`src/rtl/axil_master_bridge.sv`:
```
// Bridges the core's valid/ready memory port onto a single-outstanding AXI-Lite master.
// Each request is latched on acceptance and completes with a one-cycle mem_ready pulse.
module axil_master_bridge #(
    parameter int ADDR_WIDTH = 24,
    parameter int DATA_WIDTH = 32
) (
    input  logic                      clk,
    input  logic                      rst,
    input  logic                      mem_valid,
    output logic                      mem_ready,
    input  logic [ADDR_WIDTH-1:0]     mem_addr,
    input  logic [DATA_WIDTH-1:0]     mem_wdata,
    input  logic [DATA_WIDTH/8-1:0]   mem_wstrb,
    output logic [DATA_WIDTH-1:0]     mem_rdata,
    output logic                      mem_err,
    output logic [ADDR_WIDTH-1:0]     awaddr,
    output logic [2:0]                awprot,
    output logic                      awvalid,
    input  logic                      awready,
    output logic [DATA_WIDTH-1:0]     wdata,
    output logic [DATA_WIDTH/8-1:0]   wstrb,
    output logic                      wvalid,
    input  logic                      wready,
    input  logic [1:0]                bresp,
    input  logic                      bvalid,
    output logic                      bready,
    output logic [ADDR_WIDTH-1:0]     araddr,
    output logic [2:0]                arprot,
    output logic                      arvalid,
    input  logic                      arready,
    input  logic [DATA_WIDTH-1:0]     rdata,
    input  logic [1:0]                rresp,
    input  logic                      rvalid,
    output logic                      rready
);
    localparam int STRB_WIDTH = DATA_WIDTH / 8;

    typedef enum logic [2:0] {
        IDLE  = 3'd0,
        WRITE = 3'd1,
        WRESP = 3'd2,
        READ  = 3'd3,
        RDATA = 3'd4,
        DONE  = 3'd5
    } state_t;

    state_t                  state_r, state_s;
    logic                    aw_done_r, aw_done_s;
    logic                    w_done_r, w_done_s;
    logic                    awvalid_s, wvalid_s, bready_s, arvalid_s, rready_s;
    logic                    mem_ready_s, mem_err_s;
    logic [DATA_WIDTH-1:0]   mem_rdata_s, wdata_s;
    logic [STRB_WIDTH-1:0]   wstrb_s;
    logic [ADDR_WIDTH-1:0]   awaddr_s, araddr_s, word_addr_s;

    assign awprot = 3'b000;
    assign arprot = 3'b000;
    // Byte lanes are selected by wstrb alone, so the bus address is word aligned.
    assign word_addr_s = mem_addr & {{(ADDR_WIDTH-2){1'b1}}, 2'b00};

    // State register.
    always_ff @(posedge clk or negedge rst) begin
        if (!rst) begin
            state_r <= IDLE;
        end else begin
            state_r <= state_s;
        end
    end

    // Next-state and next-output decode; every output holds unless a transition updates it.
    always_comb begin
        state_s     = state_r;
        aw_done_s   = aw_done_r;
        w_done_s    = w_done_r;
        awvalid_s   = awvalid;
        wvalid_s    = wvalid;
        bready_s    = bready;
        arvalid_s   = arvalid;
        rready_s    = rready;
        mem_ready_s = 1'b0;
        mem_err_s   = mem_err;
        mem_rdata_s = mem_rdata;
        awaddr_s    = awaddr;
        araddr_s    = araddr;
        wdata_s     = wdata;
        wstrb_s     = wstrb;
        case (state_r)
            IDLE: begin
                if (mem_valid) begin
                    mem_err_s = 1'b0;
                    if (mem_wstrb != {STRB_WIDTH{1'b0}}) begin
                        awaddr_s  = word_addr_s;
                        wdata_s   = mem_wdata;
                        wstrb_s   = mem_wstrb;
                        awvalid_s = 1'b1;
                        wvalid_s  = 1'b1;
                        aw_done_s = 1'b0;
                        w_done_s  = 1'b0;
                        state_s   = WRITE;
                    end else begin
                        araddr_s  = word_addr_s;
                        arvalid_s = 1'b1;
                        state_s   = READ;
                    end
                end else begin
                    state_s = IDLE;
                end
            end
            WRITE: begin
                if (awvalid && awready) begin
                    awvalid_s = 1'b0;
                    aw_done_s = 1'b1;
                end else begin
                    awvalid_s = awvalid;
                end
                if (wvalid && wready) begin
                    wvalid_s = 1'b0;
                    w_done_s = 1'b1;
                end else begin
                    wvalid_s = wvalid;
                end
                if (aw_done_s && w_done_s) begin
                    bready_s = 1'b1;
                    state_s  = WRESP;
                end else begin
                    state_s = WRITE;
                end
            end
            WRESP: begin
                if (bvalid && bready) begin
                    mem_err_s   = (bresp > 2'b01);
                    bready_s    = 1'b0;
                    mem_ready_s = 1'b1;
                    state_s     = DONE;
                end else begin
                    state_s = WRESP;
                end
            end
            READ: begin
                if (arvalid && arready) begin
                    arvalid_s = 1'b0;
                    rready_s  = 1'b1;
                    state_s   = RDATA;
                end else begin
                    state_s = READ;
                end
            end
            RDATA: begin
                if (rvalid && rready) begin
                    mem_rdata_s = rdata;
                    mem_err_s   = (rresp > 2'b01);
                    rready_s    = 1'b0;
                    mem_ready_s = 1'b1;
                    state_s     = DONE;
                end else begin
                    state_s = RDATA;
                end
            end
            DONE: begin
                // The core still holds mem_valid here, so it must not be sampled.
                state_s = IDLE;
            end
            default: begin
                awvalid_s = 1'b0;
                wvalid_s  = 1'b0;
                bready_s  = 1'b0;
                arvalid_s = 1'b0;
                rready_s  = 1'b0;
                state_s   = IDLE;
            end
        endcase
    end

    // Output and transaction-tracking registers.
    always_ff @(posedge clk or negedge rst) begin
        if (!rst) begin
            aw_done_r <= 1'b0;
            w_done_r  <= 1'b0;
            awvalid   <= 1'b0;
            wvalid    <= 1'b0;
            bready    <= 1'b0;
            arvalid   <= 1'b0;
            rready    <= 1'b0;
            mem_ready <= 1'b0;
            mem_err   <= 1'b0;
            mem_rdata <= {DATA_WIDTH{1'b0}};
            awaddr    <= {ADDR_WIDTH{1'b0}};
            araddr    <= {ADDR_WIDTH{1'b0}};
            wdata     <= {DATA_WIDTH{1'b0}};
            wstrb     <= {STRB_WIDTH{1'b0}};
        end else begin
            aw_done_r <= aw_done_s;
            w_done_r  <= w_done_s;
            awvalid   <= awvalid_s;
            wvalid    <= wvalid_s;
            bready    <= bready_s;
            arvalid   <= arvalid_s;
            rready    <= rready_s;
            mem_ready <= mem_ready_s;
            mem_err   <= mem_err_s;
            mem_rdata <= mem_rdata_s;
            awaddr    <= awaddr_s;
            araddr    <= araddr_s;
            wdata     <= wdata_s;
            wstrb     <= wstrb_s;
        end
    end
endmodule

```
`config.mk`:
```
export PLATFORM = sky130hd
export DESIGN_NAME = axil_master_bridge
export DESIGN_NICKNAME = d
export VERILOG_FILES = /design/src/rtl/axil_master_bridge.sv
export SDC_FILE = /design/constraint.sdc
export NUM_CORES = 1
export LEC_CHECK = 0
export CAP_MARGIN = 0
export CELL_PAD_IN_SITES_DETAIL_PLACEMENT = 0
export CELL_PAD_IN_SITES_GLOBAL_PLACEMENT = 1
export CORE_UTILIZATION = 36
export CTS_BUF_LIST = sky130_fd_sc_hd__clkbuf_8
export CTS_CLUSTER_DIAMETER = 40
export DETAILED_ROUTE_END_ITERATION = 8
export PLACE_DENSITY_LB_ADDON = 0.1
export SETUP_SLACK_MARGIN = 0.15
export SKIP_LAST_GASP = 1
export SYNTH_ARGS = -nofsm -noshare
export SYNTH_HDL_FRONTEND = slang
export SYNTH_SLANG_ARGS = --single-unit
```
`constraint.sdc`:
```
create_clock -name clk -period 3.1 [get_ports clk]
set_input_delay 0.31 -clock clk [delete_from_list [all_inputs] [get_ports clk]]
set_output_delay 0.31 -clock clk [all_outputs]
set_load 0.05 [all_outputs]
```
* Word-level counts from Yosys, hierarchy flattened *
Index checks and enable logic that the tools add are counted.

cells by class
  order comparisons = 2
  equality and inequality tests = 14
  multiplexer cells = 38
  bitwise gates (word level) = 5
  reduce and logical (&&, ||, !) cells = 24

operators by type and width
  operator                                                               count
  1-bit two-way mux                                                      23
  2-bit inequality test (second input constant)                          9
  1-bit case mux with 3 select lines                                     6
  4-bit AND reduction                                                    4
  4-bit OR reduction                                                     4
  3-bit case mux with 5 select lines                                     1
  3-bit AND reduction                                                    5
  3-bit two-way mux                                                      3
  3-bit by 2-bit == test with 1-bit output (second input constant)       2
  3-bit == test (second input constant)                                  2
  1-bit logical AND                                                      6
  1-bit case mux with 2 select lines                                     3
  1-bit NOT                                                              5
  2-bit by 1-bit > comparator with 1-bit output (second input constant)  2
  2-bit two-way mux                                                      2
  4-bit nonzero test                                                     1
  3-bit by 1-bit == test with 1-bit output (second input constant)       1
  3-bit logical NOT                                                      1
  3-bit nonzero test                                                     1
  2-bit AND reduction                                                    1
  2-bit nonzero test                                                     1

storage, ports and cells
  flip-flop bits (word level) = 124
  bits of input ports = 104
  output and inout port bits = 129
  logic and storage cells = 98

* Longest topological paths before layout *
Gate-level depths: netlist of the first run.

  word-level depth = 6
  gate-level depth with buffers = 5

* Worst setup path before layout of the first run *
No wires, ideal clock.

  kind = reg-to-reg
  start point = reg rready
  end point = reg mem_rdata[7]
  setup time = 0.128 ns
  arrival time = 1.525 ns
  data required time = 2.972 ns
  slack = 1.447 ns
  cell stages (with the launch flop) = 5
  buffers on the path = 1
  cell sequence = dfrtp_1 -> nor2b_1 -> nand3_1 -> buf_2 -> mux2_1

between the ends
  longest elaborated chain between the ends = 2

ends and longest elaborated chain
  what                                  line  text
  start, declared                       34    output logic rready
  start signal, assigned                198   rready <= rready_s;
  1-bit logical AND                     149   if (rvalid && rready) begin
  2-bit AND reduction (no source line)  n/a
  end signal, assigned                  186   mem_rdata <= {DATA_WIDTH{1'b0}};
  end signal, assigned                  201   mem_rdata <= mem_rdata_s;
  end, declared                         14    output logic [DATA_WIDTH-1:0] mem_rdata,

No other way between the ends.
A chain may end at the register's enable or synchronous reset.

* Final worst setup path of the first run *
  start point = reg arvalid
  end point = out arvalid

RTL lines
  what                    line  text
  start, declared         29    output logic arvalid,
  start signal, assigned  197   arvalid <= arvalid_s;

No word-level cell between the ends.

==> results of run 1 <==
kinds of logic after synthesis:
group / share of synthesized area, %
flip-flops: 60.8
multiplexers: 27.9
AND/OR/NAND/NOR: 4.05
buffers and inverters: 4.64
AO/OA/AOI/OAI: 2.50
other: 0.0735
timing repair:
| item | CTS | global route |
|---|---|---|
| hold endpoints to repair | 57 | 0 |
| setup buffers | 0 | 0 |
| hold buffers | 1 | 0 |
| setup endpoints to repair | 0 | 0 |
metrics by stage:
stage / area [um2] / util [%]
detailed placement: 7410 / 53.6
floorplan: 5130 / -
global placement: 7410 / 53.6
finish: 7860 / 56.9
global route: 7860 / 56.9
CTS: 7860 / 56.9
area by class of cell:
| class | count | area (um2) |
|---|---|---|
| timing repair buffer | 227 | 2270 |
| clock inverter | 7 | 110 |
| sequential | 124 | 3100 |
| inverter | 6 | 22.5 |
| tap | 180 | 225 |
| fill | 1125 | 5970 |
| multi-input combinational | 172 | 1800 |
| clock buffer | 24 | 330 |
registers in the layout, indices dropped and copies added (netlist names):
register	count
wdata	32
awaddr	22
wstrb	4
bready	1
state_r	3
rready	1
wvalid	1
mem_rdata	32
mem_err	1
arvalid	1
awvalid	1
mem_ready	1
aw_done_r	1
araddr	22
w_done_r	1
metal layers:
layer / wire length, um / share of wire (%) / up-vias / global-route usage (%)
met2: 5620 / 48 / 135 / 26.0
met4: 153 / 1.3 / 0 / 6.25
met1: 4990 / 42 / 1645 / 20.1
li1: - / - / 1567 / -
met5: 0 / 0 / - / 0
met3: 1030 / 8.7 / 10 / 7.85
report_power, final:
| group | switching (mW) | internal (mW) | leakage [nW] |
|---|---|---|---|
| logic | 3.46 | 2.25 | 1.73 |
| registers | 0.414 | 2.37 | 1.52 |
| clock network | 0.605 | 0.936 | 0.230 |
path summary, 6_finish.rpt:
| kind | startpoint | endpoint | slack (ns) | cells after the start |
|---|---|---|---|---|
| max | arvalid$_DFFE_PN0P_ | arvalid | 1.10 | 1 |
| min | rdata[7] | mem_rdata[7]$_DFFE_PN0P_ | 0.48 | 2 |
| min in group asynchronous | rst | wdata[29]$_DFFE_PN0P_ | 0.50 | 2 |
| max reg2reg | state_r[1]$_DFF_PN0_ | wdata[31]$_DFFE_PN0P_ | 1.12 | 4 |
| max in group asynchronous | rst | wdata[4]$_DFFE_PN0P_ | 1.70 | 3 |
| min reg2reg | mem_rdata[7]$_DFFE_PN0P_ | mem_rdata[7]$_DFFE_PN0P_ | 0.49 | 1 |
placed cells by master (no fill, tap or decap), drive strengths merged:
master,count
bufinv,3
o21a,2
o211ai,1
or3,1
nor2b,4
a32oi,2
a22oi,1
dlygate4sd3,1
nand3,3
clkinv,1
and2b,1
or3b,1
nor2,3
o2bb2ai,1
mux2,113
buf,9
clkbuf,24
inv,8
nor4,1
o21ai,3
conb,10
and3,4
a21oi,3
nand3b,2
o32ai,2
a31oi,1
nand2,4
and3b,2
dfrtp,124
nor3b,2
a221oi,2
clkinvlp,1
nor4bb,1
nand2b,2
clkdlybuf4s50,217
==> impl_metrics.toml, run 1 <==
[cells_and_area]
nets = 652
drive_gt1_share_pct = 27.5
fin_cells = 740
area_growth_syn_to_layout_pct = 54.1
diodes = 0

[cts]
cts_tree = "done"
ctsResizeCount = 0
htreeDepth = 4
cts.sinks = 124
cts_buffers = 17
clkTransAtPathRegs_ns = 0.07
cts_buffer_depth = 2
root_buffer = "clkbuf_8"
clock_latency_ns = 0.42

[floorplan]
die_w_um = 121
die-area_um2 = 14600
num_rows = 43
die_h_um = 121
start_util_pct = 36.9
core_um2 = 13800
ios = 233

[synthesis]
netlist_top_cells_area = "dfrtp_1, mux2_2, mux2_4, buf_12, buf_4"
ys_ff_latch = 124
synth_top_area_share_pct = 60.8
ys_warn_count = 0
syn_area_um2 = 5100
syn-instance-count = 318
synth_common_cells = "dfrtp_1, mux2_2, mux2_4, buf_4, buf_2"
yosys.area.top_type = "dfrtp_1"
yosysUniqueCellTypes = 35
async_reset_ff_share_pct = 100
synthFlopType = "dfrtp_1"
syn_area_per_cell_um2 = 16.0
synth_most_common_cell = "dfrtp_1"
synth_edf_count = 0
ys_seq_area_share_pct = 60.8

[placed_design]
routabilityCongestion = 0.717
dp_slack_ns = 0.906
port_buffers = 218
dpl.cell_count = 708
hpwl_mm = 8.46

[critical_path]
crit_path_cell_trace = "clkdlybuf4s50_1"
end_kind = "primary output"
required_ns = 2.79
crit_family = "buffers and inverters"
cp_max_fo = 5
slowest_stage = "clkdlybuf4s50_1"
critPathKind = "register to primary output"
critPathLaunchType = "register"
critPathMaxStageDelay_ns = 0.86
crit_buf_inv = 1
crit_arrival_ns = 1.69

[global_routing]
grt_pass1_wl_mm = 18.2
first_global_vias = 3480
grt_remaining_overflow = 0
antenna_found_initial = 0
grt_max_degree = 60
grt.total_usage_pct = 16.7

[detailed_routing]
wl_mm = 11.8
viasPerCell = 4.54
vias = 3357
drc = 0
firstDrtPassIters = 4
postRouteAntennaNets = 0
drtIter0Drc = 139
wire_per_inst_um = 15.9

[power]
irDropWorstVdd_mv = 0.704
powerDensity_nw_per_um2 = 1280
power_leakage_nw = 3.48
p_total_mw = 10.0

[sta]
final-hold-violation-count = 0
final.min_clock_period_ns = 2.00
setup_tns_ns = 0
rsz0062_at_grt = "false"
fin_skew_ns = 0.00472
setup_viol = 0
max_freq_ghz = 0.500
setup_slack_ns = 1.10
hold_ws_ns = 0.482
maxSlewViolCount = 0
max_slew.worst_pin.slew_ns = 0.762
fin_crit_sh_pct = 64.5
slew_headroom_pct = 49.2

[hold_path]
hp-class = "primary input to register"

[flow_run]
maxCapViolations = 0

[status]
status = "completed"
Note: power is estimated with default switching activity, not from simulation.
==> run 2: changes to the inputs <==
--- a/config.mk
+++ b/config.mk
@@ -8,7 +8,7 @@
 export CAP_MARGIN = 0
 export CELL_PAD_IN_SITES_DETAIL_PLACEMENT = 0
 export CELL_PAD_IN_SITES_GLOBAL_PLACEMENT = 1
-export CORE_UTILIZATION = 36
+export CORE_UTILIZATION = 30
 export CTS_BUF_LIST = sky130_fd_sc_hd__clkbuf_8
 export CTS_CLUSTER_DIAMETER = 40
 export DETAILED_ROUTE_END_ITERATION = 8
==> constraint.sdc (replaced) <==
create_clock -name clk -period 1.8 [get_ports clk]
set_input_delay 0.18 -clock clk [delete_from_list [all_inputs] [get_ports clk]]
set_output_delay 0.18 -clock clk [all_outputs]
set_load 0.05 [all_outputs]
==> impl_metrics.toml, run 2 (synthesis results as in run 1) <==
[status]
status = "completed"

[power]
seq_power_share_pct = 28.5
power_leakage_nw = 3.79
irDropWorstVdd_mv = 0.916
powerDensity_nw_per_um2 = 2090
swShare_pct = 47.0
clockPowerShare_pct = 15.1
power.internal_mw = 8.71
p_switching_mw = 7.73
combPwrFrac_pct = 56.4

[cts]
postCtsSetupBuffers = 0
cts_buffers = 17
cts.sinks = 124
clkTransAtPathRegs_ns = 0.07
root_buffer = "clkbuf_8"
cts_buffer_depth = 2
clock_latency_ns = 0.42
htreeDepth = 4
cts_tree = "done"

[sta]
final-hold-violation-count = 0
setup_viol = 0
fin_skew_ns = 0.0107
final.min_clock_period_ns = 1.59
setup_tns_ns = 0
maxSlewViolCount = 0
max_freq_ghz = 0.630
slew_headroom_pct = 64.6
max_slew.worst_pin.slew_ns = 0.533
rsz0062_at_grt = "true"
fin_crit_sh_pct = 88.2

[critical_path]
critPathKind = "register to register"
cp_max_fo = 14
crit_family = "simple AND/OR/NAND/NOR gates"
crit_path_cell_trace = "and2b_2, and3b_2, clkbuf_16, mux2_4"
critPathMaxStageDelay_ns = 0.38
slowest_stage = "dfrtp_1"
required_ns = 2.10
crit_arrival_ns = 1.88
crit_buf_inv = 1
end_kind = "register"
critPathLaunchType = "register"

[flow_run]
maxCapViolations = 0

[cells_and_area]
fin_cells = 790
diodes = 0
drive_gt1_share_pct = 30.2
final_util_pct = 47.4
top_regs = "mem_rdata: 32 flops, wdata: 32 flops"
layout_common_cells = "dfrtp_1, dlygate4sd2_1, clkdlybuf4s50_1"
nets = 662
mostFrequentLayoutCell = "dfrtp_1"
area_growth_syn_to_layout_pct = 54.0

[floorplan]
start_util_pct = 30.8
die_w_um = 132
die_h_um = 132
die-area_um2 = 17500
ios = 233
core_um2 = 16600
num_rows = 47

[detailed_routing]
wl_mm = 12.4
viasPerCell = 4.30
wire_per_inst_um = 15.7
postRouteAntennaNets = 0
met1Wirelength_mm = 5.24
top_layer_used = "met4"
met3_length_um = 965
firstDrtPassIters = 5
drc = 0
vias = 3395
wl_met2_mm = 6.13
drtIter0Drc = 111

[placed_design]
port_buffers = 218
dpl.cell_count = 757
routabilityCongestion = 0.745
hpwl_mm = 8.79

[global_routing]
grt_max_degree = 69
grt_remaining_overflow = 0
first_global_vias = 3670
antenna_found_initial = 0
grt.total_usage_pct = 14.9
grt_pass1_wl_mm = 20.1

[hold_path]
hp-class = "primary input to asynchronous set/reset pin"
run 2: per-layer routing:
metal / GRT usage, % / vias up
li1: - / 1591
met1: 17.6 / 1677
met2: 24.3 / 123
met3: 6.31 / 4
met4: 5.17 / 0
met5: 0 / -
run 2: final timing paths:
check / start / endpoint / slack (ns) / depth (start not counted)
min in group clk: rdata[7] / mem_rdata[7]$_DFFE_PN0P_ / 0.36 / 2
worst max-delay path: state_r[0]$_DFF_PN0_ / wdata[11]$_DFFE_PN0P_ / 0.21 / 4
worst min-delay path: rst / mem_rdata[5]$_DFFE_PN0P_ / 0.10 / 2
worst max register to register: state_r[0]$_DFF_PN0_ / wdata[11]$_DFFE_PN0P_ / 0.21 / 4
max in group asynchronous: rst / araddr[16]$_DFFE_PN0P_ / 1.14 / 3
worst min register to register: mem_rdata[7]$_DFFE_PN0P_ / mem_rdata[7]$_DFFE_PN0P_ / 0.48 / 1
run 2: cell type report:
| class | count | area (um2) |
|---|---|---|
| Clock buffer | 23 | 317 |
| Tap cell | 220 | 275 |
| Fill cell | 1545 | 8730 |
| Timing Repair Buffer | 237 | 2250 |
| Sequential cell | 124 | 3100 |
| Inverter | 6 | 22.5 |
| Multi-Input combinational cell | 172 | 1800 |
| Clock inverter | 8 | 90.1 |
run 2: timing repair:
item	in CTS	in global routing
hold buffers	1	0
hold endpoints to repair	124	0
resized for setup	112	1
endpoints found under the setup margin	112	1
pin swaps	0	0
cloned	0	1
run 2: power groups by stage:
stage	clock (mW)	combinational, mW	sequential [mW]
2_1_floorplan	0	2.50	9.08
3_3_place_gp	0	10.1	4.74
3_5_place_dp	0	10.1	4.79
4_1_cts	2.60	9.33	4.70
5_1_grt	2.71	9.70	4.87
6_report	2.48	9.28	4.69
run 2: through the flow:
| stage | setup slack, ns | instance area, um2 | hold WS, ns | power [mW] |
|---|---|---|---|---|
| after floorplan | 0.256 | 5130 | -0.116 | 11.6 |
| after global placement | -0.126 | 7550 | -0.0110 | 14.8 |
| after detailed placement | -0.158 | 7550 | -0.0127 | 14.9 |
| after CTS | 0.180 | 7830 | 0.0578 | 16.6 |
| after global routing | 0.141 | 7860 | 0.0636 | 17.3 |
| final | 0.213 | 7860 | 0.100 | 16.4 |
==> run 3: changes to the inputs <==
--- a/config.mk
+++ b/config.mk
@@ -8,11 +8,13 @@
 export CAP_MARGIN = 0
 export CELL_PAD_IN_SITES_DETAIL_PLACEMENT = 0
 export CELL_PAD_IN_SITES_GLOBAL_PLACEMENT = 1
+export CORE_MARGIN = 4
 export CORE_UTILIZATION = 30
 export CTS_BUF_LIST = sky130_fd_sc_hd__clkbuf_8
 export CTS_CLUSTER_DIAMETER = 40
 export DETAILED_ROUTE_END_ITERATION = 8
-export PLACE_DENSITY_LB_ADDON = 0.1
+export GPL_TIMING_DRIVEN = 0
+export PLACE_DENSITY = 0.88
 export SETUP_SLACK_MARGIN = 0.15
 export SKIP_LAST_GASP = 1
 export SYNTH_ARGS = -nofsm -noshare
==> impl_metrics.toml, run 3 (synthesis results as in run 1) <==
[floorplan]
die_h_um = 138
ios = 233
core_um2 = 16600
num_rows = 47
start_util_pct = 30.6
die_w_um = 138
die-area_um2 = 19100

[detailed_routing]
vias = 3531
drc = 0
viasPerCell = 4.42
wl_mm = 13.5
postRouteAntennaNets = 0
firstDrtPassIters = 4
wire_per_inst_um = 16.9
drtIter0Drc = 155

[cells_and_area]
diodes = 0
nets = 670
area_growth_syn_to_layout_pct = 56.2
top_regs = "mem_rdata: 32 flops, wdata: 32 flops"
drive_gt1_share_pct = 30.9
layout_common_cells = "dfrtp_1, dlygate4sd2_1, clkdlybuf4s50_1"
fin_cells = 799
n_fill_cell = 1471
final_util_pct = 47.9
mostFrequentLayoutCell = "dfrtp_1"
fin_area_um2 = 7970

[placed_design]
hpwl_mm = 10.2
routabilityCongestion = 0.770
dpl.cell_count = 766
port_buffers = 218
placed_area_um2 = 7620

[critical_path]
crit_arrival_ns = 1.94
crit_family = "flip-flops"
end_kind = "register"
r2r_slack_ns = 0.17
cp_max_fo = 10
r2r_cells = 5
critPathMaxStageDelay_ns = 0.47
critPathKind = "register to register"
cp.depth = 5
crit_buf_inv = 2
crit_path_cell_trace = "nor2_2, and3b_1, buf_6, buf_12, mux2_4"
slowest_stage = "dfrtp_1"
required_ns = 2.12
r2r_start = "state_r[2]$_DFF_PN0_"
r2r-end = "wdata[27]$_DFFE_PN0P_"
critPathLaunchType = "register"

[cts]
cts_buffers = 17
clock_latency_ns = 0.44
cts_buffer_depth = 2
cts_tree = "done"
htreeDepth = 4
root_buffer = "clkbuf_8"
clkTransAtPathRegs_ns = 0.08
cts.sinks = 124

[sta]
final.min_clock_period_ns = 1.63
max_slew.worst_pin.slew_ns = 0.575
maxSlewViolCount = 0
slew_headroom_pct = 61.8
final-hold-violation-count = 0
max_freq_ghz = 0.615
fin_crit_sh_pct = 90.3
rsz0062_at_grt = "true"
fin_skew_ns = 0.00703
setup_tns_ns = 0
setup_viol = 0

[power]
p_switching_mw = 7.97
swShare_pct = 47.2
power_leakage_nw = 3.83
powerDensity_nw_per_um2 = 2120
power.internal_mw = 8.92
clockPowerShare_pct = 16.9
seq_power_share_pct = 28.1
combPwrFrac_pct = 55.0
irDropWorstVdd_mv = 1.10

[global_routing]
top_usage_layer = "met2"
grt.total_usage_pct = 14.4
grt_use_met3_pct = 5.87
grt_pass1_wl_mm = 21.8
grt_remaining_overflow = 0
grt_use_met1_pct = 15.8
first_global_vias = 3854
antenna_found_initial = 0
gr-usage-met2_pct = 24.3
grt_max_degree = 70

[hold_path]
hp-class = "primary input to asynchronous set/reset pin"

[flow_run]
maxCapViolations = 0

[status]
status = "completed"
run 3: worst max-delay path by stage:
stage	start	end
6_report	state_r[2]$_DFF_PN0_	wdata[27]$_DFFE_PN0P_
5_1_grt	state_r[0]$_DFF_PN0_	mem_rdata[7]$_DFFE_PN0P_
4_1_cts	state_r[2]$_DFF_PN0_	araddr[7]$_DFFE_PN0P_
3_5_place_dp	mem_wstrb[1]	araddr[7]$_DFFE_PN0P_
3_3_place_gp	rst	rready$_DFFE_PN0P_
2_1_floorplan	bready$_DFFE_PN0P_	mem_err$_DFFE_PN0P_
run 3: repair_timing:
action / 4_1_cts / 5_1_grt
hold endpoints to repair: 55 / 0
hold buffers: 1 / 0
resized for setup: 121 / 8
setup endpoints to repair: 159 / 94
gates cloned: 0 / 0
buffers inserted: 0 / 0
run 3: power groups by stage:
| stage | Sequential, mW | Combinational [mW] | Clock (mW) |
|---|---|---|---|
| floorplan | 9.08 | 2.50 | 0 |
| global placement | 4.77 | 10.1 | 0 |
| detailed placement | 4.84 | 10.2 | 0 |
| CTS | 4.75 | 9.37 | 2.97 |
| global route | 4.91 | 9.69 | 3.10 |
| finish | 4.75 | 9.28 | 2.85 |
run 3: cell type report:
class | instances | area (um2) | share of cell area [%]
Tap cell | 220 | 275 | 3.46
Timing Repair Buffer | 220 | 2070 | 26.0
Buffer | 25 | 216 | 2.72
Clock inverter | 14 | 216 | 2.72
Clock buffer | 18 | 248 | 3.11
Inverter | 6 | 22.5 | 0.283
Multi-Input combinational cell | 172 | 1810 | 22.8
Sequential cell | 124 | 3100 | 39.0
run 3: metrics by stage:
step           setup WS, ns  hold slack (ns)  total power, mW
6_report              0.175            0.271             16.9
5_1_grt               0.108            0.296             17.7
4_1_cts               0.116            0.275             17.1
3_5_place_dp         -0.259            0.193             15.0
3_3_place_gp          -4.53            0.475             14.8
2_1_floorplan         0.256           -0.116             11.6
run 3: metal layers:
metal  vias up  routed length (um)  share of wire, %
li1       1609                   -                 -
met2       136                6950                51
met3        23                1040               7.7
met5         -                   0                 0
met1      1763                5180                38
met4         0                 354               2.6
